## src/rtl/rob_complete_arbiter.sv

```systemverilog
`default_nettype none
// +----------------------------------------------------------------------------+
// | Module      : rob_complete_arbiter                                         |
// | Description : Three per-source completion FIFOs (ALU, MUL, load return)    |
// |               drained one entry per cycle, round-robin, onto the single    |
// |               registered ROB completion write port.                        |
// | Revision    : 1.0  initial release                                         |
// +----------------------------------------------------------------------------+
module rob_complete_arbiter #(
  parameter int FIFO_DEPTH = 2,
  parameter int IDX_W      = 4,
  parameter int DATA_W     = 32
) (
  input  logic                clk,
  input  logic                reset,
  input  logic                in_flush,
  input  logic [2:0]          in_valid,
  input  logic [3*IDX_W-1:0]  in_idx,
  input  logic [3*DATA_W-1:0] in_value,
  input  logic [8:0]          in_exception,
  output logic [2:0]          out_ready,
  output logic                out_complete,
  output logic [IDX_W-1:0]    out_complete_idx,
  output logic [DATA_W-1:0]   out_complete_value,
  output logic [2:0]          out_exception,
  output logic                out_busy
);

  localparam int c_num_src = 3;
  localparam int c_exc_w   = 3;
  localparam int c_ptr_w   = (FIFO_DEPTH > 1) ? $clog2(FIFO_DEPTH) : 1;
  localparam int c_cnt_w   = $clog2(FIFO_DEPTH + 1);
  localparam int c_ent_w   = c_exc_w + IDX_W + DATA_W;

  localparam logic [c_ptr_w-1:0] c_ptr_last = c_ptr_w'(FIFO_DEPTH - 1);
  localparam logic [c_ptr_w-1:0] c_ptr_one  = c_ptr_w'(1);
  localparam logic [c_cnt_w-1:0] c_cnt_full = c_cnt_w'(FIFO_DEPTH);
  localparam logic [c_cnt_w-1:0] c_cnt_one  = c_cnt_w'(1);

  // Circular pointer advance, wrapping the last slot back to zero
  function automatic logic [c_ptr_w-1:0] ptr_inc(input logic [c_ptr_w-1:0] ptr);
    return (ptr == c_ptr_last) ? '0 : (ptr + c_ptr_one);
  endfunction

  // Per-source status/head exported from the FIFO generate block
  logic [c_num_src-1:0]              w_nonempty;
  logic [c_num_src-1:0][c_ent_w-1:0] w_head;
  logic [c_num_src-1:0]              w_pop;

  // Arbiter result
  logic       w_grant_valid;
  logic [1:0] w_grant_src;
  logic [2:0] w_scan;

  // Round-robin pointer and registered completion port
  logic [1:0]        rr_ptr_q, rr_ptr_d;
  logic              out_complete_q, out_complete_d;
  logic [IDX_W-1:0]  out_idx_q, out_idx_d;
  logic [DATA_W-1:0] out_value_q, out_value_d;
  logic [2:0]        out_exc_q, out_exc_d;

  // ---------------------------------------------------------------------------
  // Per-source completion FIFOs
  // ---------------------------------------------------------------------------
  generate
    for (genvar i = 0; i < c_num_src; i++) begin : g_src
      logic [c_ent_w-1:0] mem_q [FIFO_DEPTH];
      logic [c_ent_w-1:0] mem_d [FIFO_DEPTH];
      logic [c_ptr_w-1:0] wr_ptr_q, wr_ptr_d;
      logic [c_ptr_w-1:0] rd_ptr_q, rd_ptr_d;
      logic [c_cnt_w-1:0] count_q, count_d;
      logic               w_push;
      logic [c_ent_w-1:0] w_entry;

      // Ready depends only on occupancy: a full FIFO stays not-ready even when popped
      assign out_ready[i]  = (count_q != c_cnt_full) && !in_flush;
      assign w_push        = in_valid[i] && out_ready[i];
      assign w_pop[i]      = w_grant_valid && !in_flush && (w_grant_src == 2'(i));
      assign w_entry       = {in_exception[i*c_exc_w +: c_exc_w],
                              in_idx[i*IDX_W +: IDX_W],
                              in_value[i*DATA_W +: DATA_W]};
      assign w_nonempty[i] = (count_q != '0);
      assign w_head[i]     = mem_q[rd_ptr_q];

      // FIFO next state: flush empties it, otherwise independent push and pop
      always_comb begin
        mem_d    = mem_q;
        wr_ptr_d = wr_ptr_q;
        rd_ptr_d = rd_ptr_q;
        count_d  = count_q;
        if (in_flush) begin
          wr_ptr_d = '0;
          rd_ptr_d = '0;
          count_d  = '0;
        end else begin
          if (w_push) begin
            mem_d[wr_ptr_q] = w_entry;
            wr_ptr_d        = ptr_inc(wr_ptr_q);
          end
          if (w_pop[i]) begin
            rd_ptr_d = ptr_inc(rd_ptr_q);
          end
          case ({w_push, w_pop[i]})
            2'b10:   count_d = count_q + c_cnt_one;
            2'b01:   count_d = count_q - c_cnt_one;
            default: count_d = count_q;
          endcase
        end
      end

      // FIFO state registers
      always_ff @(posedge clk or posedge reset) begin
        if (reset) begin
          for (int k = 0; k < FIFO_DEPTH; k++) begin
            mem_q[k] <= '0;
          end
          wr_ptr_q <= '0;
          rd_ptr_q <= '0;
          count_q  <= '0;
        end else begin
          mem_q    <= mem_d;
          wr_ptr_q <= wr_ptr_d;
          rd_ptr_q <= rd_ptr_d;
          count_q  <= count_d;
        end
      end
    end
  endgenerate

  // ---------------------------------------------------------------------------
  // Arbitration and completion port
  // ---------------------------------------------------------------------------

  // Scan sources starting at rr_ptr, wrapping 2->0; first non-empty FIFO wins
  always_comb begin
    w_grant_valid = 1'b0;
    w_grant_src   = 2'd0;
    w_scan        = 3'd0;
    for (int k = 0; k < c_num_src; k++) begin
      w_scan = {1'b0, rr_ptr_q} + 3'(k);
      if (w_scan >= 3'(c_num_src)) begin
        w_scan = w_scan - 3'(c_num_src);
      end
      if (!w_grant_valid && w_nonempty[w_scan[1:0]]) begin
        w_grant_valid = 1'b1;
        w_grant_src   = w_scan[1:0];
      end
    end
  end

  // Completion register: load winner's head; data fields hold when idle
  always_comb begin
    out_complete_d = 1'b0;
    out_idx_d      = out_idx_q;
    out_value_d    = out_value_q;
    out_exc_d      = out_exc_q;
    rr_ptr_d       = rr_ptr_q;
    if (in_flush) begin
      rr_ptr_d = 2'd0;
    end else if (w_grant_valid) begin
      out_complete_d                       = 1'b1;
      {out_exc_d, out_idx_d, out_value_d}  = w_head[w_grant_src];
      rr_ptr_d = (w_grant_src == 2'd2) ? 2'd0 : (w_grant_src + 2'd1);
    end
  end

  // Arbiter pointer and output registers
  always_ff @(posedge clk or posedge reset) begin
    if (reset) begin
      rr_ptr_q       <= 2'd0;
      out_complete_q <= 1'b0;
      out_idx_q      <= '0;
      out_value_q    <= '0;
      out_exc_q      <= '0;
    end else begin
      rr_ptr_q       <= rr_ptr_d;
      out_complete_q <= out_complete_d;
      out_idx_q      <= out_idx_d;
      out_value_q    <= out_value_d;
      out_exc_q      <= out_exc_d;
    end
  end

  assign out_complete       = out_complete_q;
  assign out_complete_idx   = out_idx_q;
  assign out_complete_value = out_value_q;
  assign out_exception      = out_exc_q;
  assign out_busy           = |w_nonempty;

endmodule
`default_nettype wire

```

## config.mk

```make
export PLATFORM = sky130hd
export DESIGN_NAME = rob_complete_arbiter
export DESIGN_NICKNAME = d
export VERILOG_FILES = /design/src/rtl/rob_complete_arbiter.sv
export SDC_FILE = /design/constraint.sdc
export NUM_CORES = 1
export LEC_CHECK = 0
export ABC_AREA = 1
export CAP_MARGIN = 30
export CORE_UTILIZATION = 54
export DETAILED_ROUTE_END_ITERATION = 7
export GPL_ROUTABILITY_DRIVEN = 1
export GPL_TIMING_DRIVEN = 0
export PLACE_DENSITY = 0.82
export RECOVER_POWER = 50
export SLEW_MARGIN = 20
export SYNTH_ARGS = -nofsm -noshare
export SYNTH_HDL_FRONTEND = slang
export SYNTH_SLANG_ARGS = --single-unit
```

## constraint.sdc

```tcl
create_clock -name clk -period 12.05 [get_ports clk]
set_input_delay 2.41 -clock clk [delete_from_list [all_inputs] [get_ports clk]]
set_output_delay 2.41 -clock clk [all_outputs]
set_load 0.05 [all_outputs]
```

==> impl_metrics.csv, run 1 <==
group,metric,value,unit
drt,drt_first_iter_violations,1189,
drt,drcViolationCount,0,
place,place.gp.congestion,0.915,
synth,ys_ff_latch,288,
layout,fillerInstances,1947,
run,maxCapViolations,1,
timing,post-route-min-period,6520,ps
timing,setup_viol,0,
synth,yosys.area.top_type,"dfrtp_1",
drt,drt-pass1-iter-count,5,
global_routing,grt_use_met3,4.78,%
clock_network,cts_setup_buffers,0,
global_routing,gr-usage-met1,42.7,%
power_and_ir_drop,peakVddDrop,0.000166,V
synth,syn-num-nets,1744,
synth,synth_area_per_cell,8.21,um^2
worst_setup_path,r2r-end,"out_complete_value[23]",
worst_setup_path,critPathMaxStageDelay,830,ps
synth,synth.most_common_cell,"nand2_1",
drt,wire_per_inst,17.6,um
synth,synth_top_area_share,54.2,%
synth,syn_area,0.0133,mm^2
global_routing,busiest_layer,"met2",
layout,num_antenna_cells,0,
worst_setup_path,endpoint_kind,"output pin",
drt,ant_nets,0,
clock_network,cts.sinks,288,
synth,ys.flop_type,"dfrtp_1",
floorplanning,core_area,0.0242,mm^2
layout,seq_area,0.00721,mm^2
clock_network,htree_levels,1,
worst_setup_path,crit_family,"buffers and inverters",
floorplanning,rows,57,
synth,yosys-top-cells-area,"dfrtp_1, nand2_1, o21ai_0, inv_1, o211ai_2",
global_routing,grt_pass1_wl,60500,um
layout,drive_gt1_share,8.80,%
place,detailed_place_hpwl,27400,um
synth,synth_edf_count,0,
drt,drt-total-wl,38200,um
global_routing,antenna_found_initial,0,
timing,min_period_over_period,54.1,%
floorplanning,start_util,54.8,%
place,portBuffers,166,
timing,worst_pin_slew,4260,ps
worst_setup_path,crit_arrival,4110,ps
synth,yosys_warnings,0,
power_and_ir_drop,leakage,7.67,nW
min_path,hold_path_depth,2,
worst_setup_path,path_class,"in2out",
timing,finalHoldViolCount,0,
drt,num_vias,11900,
clock_network,cts_tree,"yes",
floorplanning,die_h,159,um
worst_setup_path,reg2reg_slack,9000,ps
worst_setup_path,worst-path-buf-inv,2,
place,place_ws,5620,ps
global_routing,track_usage,30.6,%
floorplanning,chipWidth,159,um
timing,max_freq,153,MHz
floorplanning,die_area,0.0252,mm^2
status,outcome,"finished, violations left",
timing,rsz0062_at_grt,"false",
synth,yosysSeqAreaShare,54.2,%
clock_network,clk_pin_slew,60,ps
worst_setup_path,worst-path-max-fanout,6,
drt,viasPerCell,5.52,
min_path,hold_path_startpoint,"g_src[1].mem_q[49]",
power_and_ir_drop,pwr_density_cell,304,mW/mm^2
clock_network,clk_latency,560,ps
timing,worst_slack,5530,ps
power_and_ir_drop,total_power,4.95,mW
global_routing,use_met2,47.5,%
clock_network,hold_buffers,0,
clock_network,cts_root_buf,"clkbuf_16",
clock_network,cts_max_path_buffers,3,
layout,final_area,0.0163,mm^2
global_routing,grt_pass1_vias,11500,
worst_setup_path,slowest_stage,"clkdlybuf4s50_1",
layout,multiInputGateArea,0.00506,mm^2
timing,finalMaxSlewViolations,92,
global_routing,grt.overflow.total,0,
worst_setup_path,r2r_cells,13,
synth,synthTopCellsByCount,"nand2_1, dfrtp_1, o21ai_0, inv_1, clkbuf_1",
global_routing,grt_max_degree,104,
synth,yosys.cell_types.count,31,
synth,syn_inst,1618,
layout,area_growth,22.6,%
layout,layout.nets,1945,
timing,slew_headroom,-186,%
clock_network,numCtsBuffers,31,
worst_setup_path,r2r-start,"rr_ptr_q[0]",
status,failed_checks,"capacitance limit, slew limit",
min_path,hold_path_end,"g_src[1].mem_q[49]",
timing,whs,462,ps
clock_network,cts_resized,0,
place,dpl-instance-area,0.0154,mm^2
worst_setup_path,cp.required,9640,ps
worst_setup_path,crit_chain,"dlygate4sd3_1 -> nor2_1 -> clkdlybuf4s50_1",
min_path,hold_path.class,"reg2reg",
worst_setup_path,start_kind,"input port",
floorplanning,io_pins,167,
synth,async_reset_ff_share,100,%
timing,fin_skew,14.3,ps
metal layers:
metal | wire length [um] | part of all wire, % | up-vias
met4 | 1690 | 4.4 | 0
met3 | 3690 | 9.7 | 98
met5 | 0 | 0 | -
met2 | 17400 | 46 | 622
met1 | 15400 | 40 | 5719
li1 | - | - | 5504
worst max-delay path by stage:
stage / endpoint / cells past startpoint / startpoint / slack, ps
3_3_place_gp: g_src[1].mem_q[17] / 2 / reset / -1600
2_1_floorplan: g_src[0].count_q[0] / 1 / reset / 1690
4_1_cts: out_ready[2] / 3 / in_flush / 5620
6_report: out_ready[2] / 3 / in_flush / 5530
3_5_place_dp: out_ready[2] / 3 / in_flush / 5620
5_1_grt: out_ready[0] / 3 / in_flush / 5480
where the power goes:
group          switching, mW  internal [mW]  leakage [nW]
sequential             0.204           1.43          3.56
combinational           1.64          0.787          3.65
clock                  0.381          0.501         0.462
total                   2.23           2.72          7.67
worst min-delay path, cell delays in order (launching register included):
cell and delay (ps):
dfrtp_1 330, nand2_1 50, nand2_1 40
registers in the layout, summed over array words and instances (netlist names):
name                count
g_src.wr_ptr_q          3
g_src.count_q           6
out_exception           3
rr_ptr_q                2
out_complete            1
out_complete_idx        4
out_complete_value     32
g_src.mem_q           234
g_src.rd_ptr_q          3
final cells by class:
cell class                 instances  area share [%]
clock buffer                      46            5.42
clock inverter                     8           0.269
inverter                         143            3.30
multi-input combinational       1094            31.0
buffer                            93            2.70
timing repair buffer             168            10.5
tap                              324            2.49
sequential                       288            44.2
metrics by stage:
stage	utilization (%)	setup TNS (ps)	std cells
global route	67.2	0	2164
floorplan	-	0	1618
global placement	63.3	-453630	2108
detailed placement	63.6	0	2110
CTS	67.4	0	2164
finish	67.2	0	2164
cell usage in the layout (no fill, tap or decap), types with 19 or more instances in the layout:
cell type        Yosys  routed
buf_2               25      22
clkbuf_1            53      67
clkbuf_16            0      31
clkdlybuf4s50_1      0     164
dfrtp_1            288     288
inv_1              136     136
mux2_2              19      19
nand2_1            661     662
nand2_2             25      24
nand3_1             42      43
nor2_1              22      23
o211ai_1            21      24
o21ai_0            244     244
cell families (layout without fill, tap and decap cells):
group / after synthesis / count (layout) / share of synthesized area, %
mux: 19 / 19 / 1.61
compound gates: 303 / 303 / 13.1
buf+inv: 236 / 458 / 7.44
flops: 288 / 288 / 54.2
xor+xnor: 2 / 2 / 0.132
fa+ha+maj: 3 / 3 / 0.282
simple gates: 767 / 767 / 23.2
No activity file was read; power rests on OpenSTA's default activity.
==> run 2: changes to the inputs <==
--- a/config.mk
+++ b/config.mk
@@ -7,11 +7,11 @@
 export LEC_CHECK = 0
 export ABC_AREA = 1
 export CAP_MARGIN = 30
-export CORE_UTILIZATION = 54
+export CORE_UTILIZATION = 50
 export DETAILED_ROUTE_END_ITERATION = 7
 export GPL_ROUTABILITY_DRIVEN = 1
 export GPL_TIMING_DRIVEN = 0
-export PLACE_DENSITY = 0.82
+export PLACE_DENSITY = 0.8
 export RECOVER_POWER = 50
 export SLEW_MARGIN = 20
 export SYNTH_ARGS = -nofsm -noshare
==> constraint.sdc (replaced) <==
create_clock -name clk -period 5.3 [get_ports clk]
set_input_delay 1.06 -clock clk [delete_from_list [all_inputs] [get_ports clk]]
set_output_delay 1.06 -clock clk [all_outputs]
set_load 0.05 [all_outputs]
==> impl_metrics.csv, run 2 (synthesis results as in run 1) <==
group,metric,value,unit
timing,fin_skew,8.37,ps
run,maxCapViolations,3,
clock_network,cts_setup_buffers,0,
floorplanning,io_pins,167,
global_routing,grt.overflow.total,0,
timing,finalHoldViolCount,0,
power_and_ir_drop,p_seq_share,32.6,%
status,outcome,"finished, violations left",
global_routing,track_usage,29.2,%
power_and_ir_drop,total_power,11.5,mW
floorplanning,die_h,165,um
clock_network,cts_max_path_buffers,3,
layout,seq_area,0.00721,mm^2
power_and_ir_drop,pwr_density_cell,695,mW/mm^2
layout,area_growth,24.1,%
layout,multiInputGateArea,0.00504,mm^2
power_and_ir_drop,p_switching,5.09,mW
global_routing,busiest_layer,"met2",
floorplanning,chipWidth,165,um
drt,drt_first_iter_violations,1437,
min_path,hold_path.class,"reg2reg",
layout,layout.nets,1952,
clock_network,cts_tree,"yes",
timing,tns,0,ps
power_and_ir_drop,clkPwrFrac,19.2,%
clock_network,clk_latency,560,ps
timing,max_freq,264,MHz
layout,final_area,0.0165,mm^2
worst_setup_path,worst-path-max-fanout,6,
clock_network,cts_resized,0,
place,place.gp.congestion,0.894,
place,detailed_place_hpwl,28500,um
clock_network,cts.sinks,288,
layout,layout_common_cells,"nand2_1, dfrtp_1, o21ai_0, clkdlybuf4s50_1, inv_1",
clock_network,htree_levels,1,
layout,top_register,"g_src.mem_q",
layout,final_core_util,63.3,%
clock_network,clk_pin_slew,60,ps
worst_setup_path,start_kind,"input port",
global_routing,grt_pass1_vias,11400,
worst_setup_path,path_class,"in2out",
power_and_ir_drop,leakage,7.78,nW
worst_setup_path,crit_arrival,2730,ps
layout,fillerInstances,2153,
status,failed_checks,"capacitance limit, slew limit",
power_and_ir_drop,p_int,6.36,mW
timing,worst_slack,1510,ps
timing,slew_headroom,-26.1,%
place,dpl-instance-area,0.0156,mm^2
drt,viasPerCell,5.48,
layout,num_antenna_cells,0,
drt,wire_per_inst,17.9,um
timing,worst_pin_slew,1890,ps
timing,setup_viol,0,
worst_setup_path,cp.required,4240,ps
floorplanning,start_util,51.0,%
global_routing,grt_use_met3,4.60,%
timing,post-route-min-period,3790,ps
timing,rsz0062_at_grt,"false",
layout,largest_register_ff_count,234,
drt,drt-pass1-iter-count,6,
floorplanning,rows,59,
clock_network,numCtsBuffers,31,
clock_network,cts_root_buf,"clkbuf_16",
place,portBuffers,166,
power_and_ir_drop,peakVddDrop,0.000403,V
global_routing,gr-usage-met1,40.4,%
drt,drcViolationCount,0,
floorplanning,die_area,0.0272,mm^2
place,place_ws,1520,ps
global_routing,grt_max_degree,36,
floorplanning,core_area,0.0261,mm^2
global_routing,antenna_found_initial,0,
global_routing,use_met2,45.6,%
clock_network,hold_buffers,0,
drt,num_vias,12000,
drt,drt-total-wl,39200,um
global_routing,grt_pass1_wl,60700,um
power_and_ir_drop,sw_frac_of_total,44.4,%
timing,finalMaxSlewViolations,96,
drt,ant_nets,0,
layout,layout_commonest_cell,"nand2_1",
timing,min_period_over_period,71.5,%
layout,drive_gt1_share,9.19,%
worst_setup_path,endpoint_kind,"output pin",
power_and_ir_drop,combPwrFrac,48.2,%
[run 2: changes by cell type in the layout (fill, tap and decap cells not counted), moves of 3 or more]
| cell | before | now |
|---|---|---|
| clkbuf_8 | 5 | 8 |
| nor2_1 | 23 | 26 |
| bufinv_16 | 0 | 3 |
| o211ai_2 | 15 | 18 |
| o211ai_1 | 24 | 21 |
| buf_2 | 22 | 25 |
| buf_12 | 0 | 5 |
[run 2: per-stage QoR]
stage,cells,hold WS [ps]
6_report,2185,464
5_1_grt,2185,477
4_1_cts,2185,467
3_5_place_dp,2128,453
3_3_place_gp,2119,448
2_1_floorplan,1618,437
[run 2: worst paths after layout]
| check | cells after the start | slack, ps | start | endpoint |
|---|---|---|---|---|
| setup / recovery | 3 | 1510 | in_flush | out_ready[0] |
| hold reg to reg | 2 | 460 | g_src[1].mem_q[55] | g_src[1].mem_q[55] |
| setup reg to reg | 14 | 2130 | rr_ptr_q[0] | g_src[2].rd_ptr_q |
| min in group asynchronous | 2 | 1160 | reset | g_src[2].mem_q[33] |
| max in group asynchronous | 6 | 1680 | reset | g_src[1].mem_q[49] |
| hold / removal | 2 | 460 | g_src[1].mem_q[55] | g_src[1].mem_q[55] |
[run 2: final cells by class]
cell class	instances	area share, %
flip-flops and latches	288	43.7
multi-input cells	1094	30.6
repair buffers	175	10.9
clock buffers	46	5.53
inverters	143	3.26
plain buffers	93	2.65
well taps	335	2.54
clock inverters	11	0.812
[run 2: power groups by stage]
| stage | sequential (mW) | combinational [mW] | clock [mW] |
|---|---|---|---|
| 2_1_floorplan | 4.08 | 3.35 | 0 |
| 3_3_place_gp | 3.70 | 5.33 | 0 |
| 3_5_place_dp | 3.74 | 5.50 | 0 |
| 4_1_cts | 3.71 | 5.55 | 2.21 |
| 5_1_grt | 3.82 | 5.98 | 2.30 |
| 6_report | 3.73 | 5.52 | 2.20 |
[run 2: layer usage]
metal | routed length (um) | vias to the layer above | share of wire (%)
li1 | - | 5520 | -
met5 | 0 | - | 0
met2 | 18000 | 608 | 46
met3 | 3440 | 104 | 8.8
met4 | 1740 | 0 | 4.4
met1 | 16000 | 5737 | 41
[run 2: critical path: stages]
cell and delay (ps):
clkdlybuf4s50_1 560, a21oi_1 260, clkdlybuf4s50_1 840
==> run 3: changes to the inputs <==
==> constraint.sdc (replaced) <==
create_clock -name clk -period 3.2 [get_ports clk]
set_input_delay 0.64 -clock clk [delete_from_list [all_inputs] [get_ports clk]]
set_output_delay 0.64 -clock clk [all_outputs]
set_load 0.05 [all_outputs]
==> impl_metrics.csv, run 3 (synthesis results as in run 1) <==
group,metric,value,unit
power_and_ir_drop,peakVddDrop,0.000667,V
drt,wire_per_inst,17.9,um
place,place.gp.congestion,0.894,
power_and_ir_drop,total_power,19.1,mW
worst_setup_path,worst-path-max-fanout,6,
floorplanning,core_area,0.0261,mm^2
min_path,hold_path_depth,2,
worst_setup_path,path_class,"in2out",
place,dp.cells,2128,
worst_setup_path,slowest_stage,"clkdlybuf4s50_1",
worst_setup_path,crit_chain,"dlygate4sd3_1 -> a21oi_1 -> clkdlybuf4s50_1",
clock_network,cts_tree,"yes",
clock_network,numCtsBuffers,31,
worst_setup_path,worst-path-buf-inv,2,
timing,post-route-min-period,3010,ps
global_routing,grt_pass1_wl,60700,um
clock_network,cts_resized,0,
worst_setup_path,reg2reg_slack,460,ps
timing,fin_skew,9.96,ps
timing,whs,464,ps
timing,finalHoldViolCount,0,
place,portBuffers,166,
timing,tns,0,ps
timing,max_freq,332,MHz
timing,worst_pin_slew,1190,ps
worst_setup_path,endpoint_kind,"output pin",
drt,num_vias,11900,
worst_setup_path,crit_arrival,2370,ps
global_routing,antenna_found_initial,0,
layout,layout_common_cells,"nand2_1, dfrtp_1, o21ai_0, clkdlybuf4s50_1, inv_1",
layout,layout.nets,1952,
power_and_ir_drop,leakage,7.80,nW
clock_network,clk_latency,560,ps
place,detailed_place_hpwl,28500,um
worst_setup_path,r2r_cells,13,
clock_network,cts.sinks,288,
clock_network,hold_buffers,0,
clock_network,cts_max_path_buffers,3,
layout,area_growth,24.5,%
clock_network,htree_levels,1,
worst_setup_path,r2r-start,"rr_ptr_q[0]",
drt,drt_first_iter_violations,1476,
layout,layout_commonest_cell,"nand2_1",
floorplanning,start_util,51.0,%
layout,top_register,"g_src.mem_q",
drt,drt-total-wl,39100,um
global_routing,track_usage,29.2,%
clock_network,cts_setup_buffers,0,
worst_setup_path,start_kind,"input port",
drt,drt-pass1-iter-count,5,
timing,slew_headroom,20.5,%
worst_setup_path,crit_family,"buffers and inverters",
min_path,hold_path_startpoint,"g_src[1].mem_q[50]",
timing,finalMaxSlewViolations,0,
min_path,hold_path_end,"g_src[1].mem_q[50]",
power_and_ir_drop,pwr_density_cell,1160,mW/mm^2
status,outcome,"finished clean",
global_routing,grt_max_degree,36,
worst_setup_path,critPathMaxStageDelay,840,ps
global_routing,grt.overflow.total,0,
floorplanning,chipWidth,165,um
clock_network,clk_pin_slew,50,ps
layout,drive_gt1_share,9.89,%
worst_setup_path,r2r-end,"out_complete_value[29]",
timing,setup_viol,0,
drt,viasPerCell,5.44,
min_path,hold_path.class,"reg2reg",
layout,finalNonFillerCells,2185,
drt,ant_nets,0,
layout,final_core_util,63.5,%
drt,drcViolationCount,0,
floorplanning,rows,59,
layout,largest_register_ff_count,234,
global_routing,grt_pass1_vias,11400,
run,maxCapViolations,0,
floorplanning,die_h,165,um
floorplanning,io_pins,167,
clock_network,cts_root_buf,"clkbuf_16",
layout,num_antenna_cells,0,
floorplanning,die_area,0.0272,mm^2
worst_setup_path,cp.required,2560,ps
timing,rsz0062_at_grt,"false",
timing,min_period_over_period,94.2,%
==> run 3: changes by cell type in the layout (fill, tap and decap cells not counted), sizes merged <==
| cell | delta |
|---|---|
| dlygate4sd3 | +1 |
| clkbuf | -3 |
| clkdlybuf4s50 | -1 |
| buf | +3 |
==> run 3: worst register-to-register path, cell delays in order, from the launching register on <==
cell and delay [ps]:
dfrtp_1 350, inv_1 80, ha_1 400, nor2_1 130, nand2_1 70, nand2_2 80
nor2_4 50, nor2_1 300, nand3_1 240, nand2_4 180, buf_2 260, o21ai_0 190
nand2_1 180, o211ai_2 90
==> run 3: worst max-delay path by stage <==
stage	startpoint	endpoint	slack, ps	cells after the start
after floorplan	reset	g_src[0].count_q[0]	-1260	1
after global placement	reset	g_src[1].mem_q[56]	-3200	2
after detailed placement	in_flush	g_src[2].mem_q[54]	260	9
after CTS	in_flush	out_ready[0]	260	3
after global routing	in_flush	out_ready[0]	140	3
final	in_flush	out_ready[0]	190	3
==> run 3: final cells by class <==
cell class	count	area [um^2]
Clock buffer	46	912
Buffer	93	452
Tap cell	335	419
Timing Repair Buffer	175	1800
Sequential cell	288	7210
Multi-Input combinational cell	1094	5080
Clock inverter	11	134
Fill cell	2139	9520
Inverter	143	538
==> run 3: per-stage QoR <==
step | setup WS (ps) | cell area, um^2
floorplan | -1260 | 13300
global placement | -3200 | 15400
detailed placement | 261 | 15600
CTS | 263 | 16600
global route | 135 | 16500
finish | 185 | 16500
==> run 3: metal layers <==
metal  global-route usage [%]  vias up  wire, um  share of wire [%]
met2                     45.6      577     17900                 46
met4                     12.6        0      1810                4.6
met3                     4.60      103      3310                8.5
met1                     40.4     5681     16100                 41
li1                         -     5518         -                  -
met5                        0        -         0                  0
==> run 3: report_power, final <==
group | switching (mW) | internal, mW
Sequential | 0.779 | 5.39
Combinational | 6.26 | 3.02
Clock | 1.46 | 2.20
Total | 8.49 | 10.6
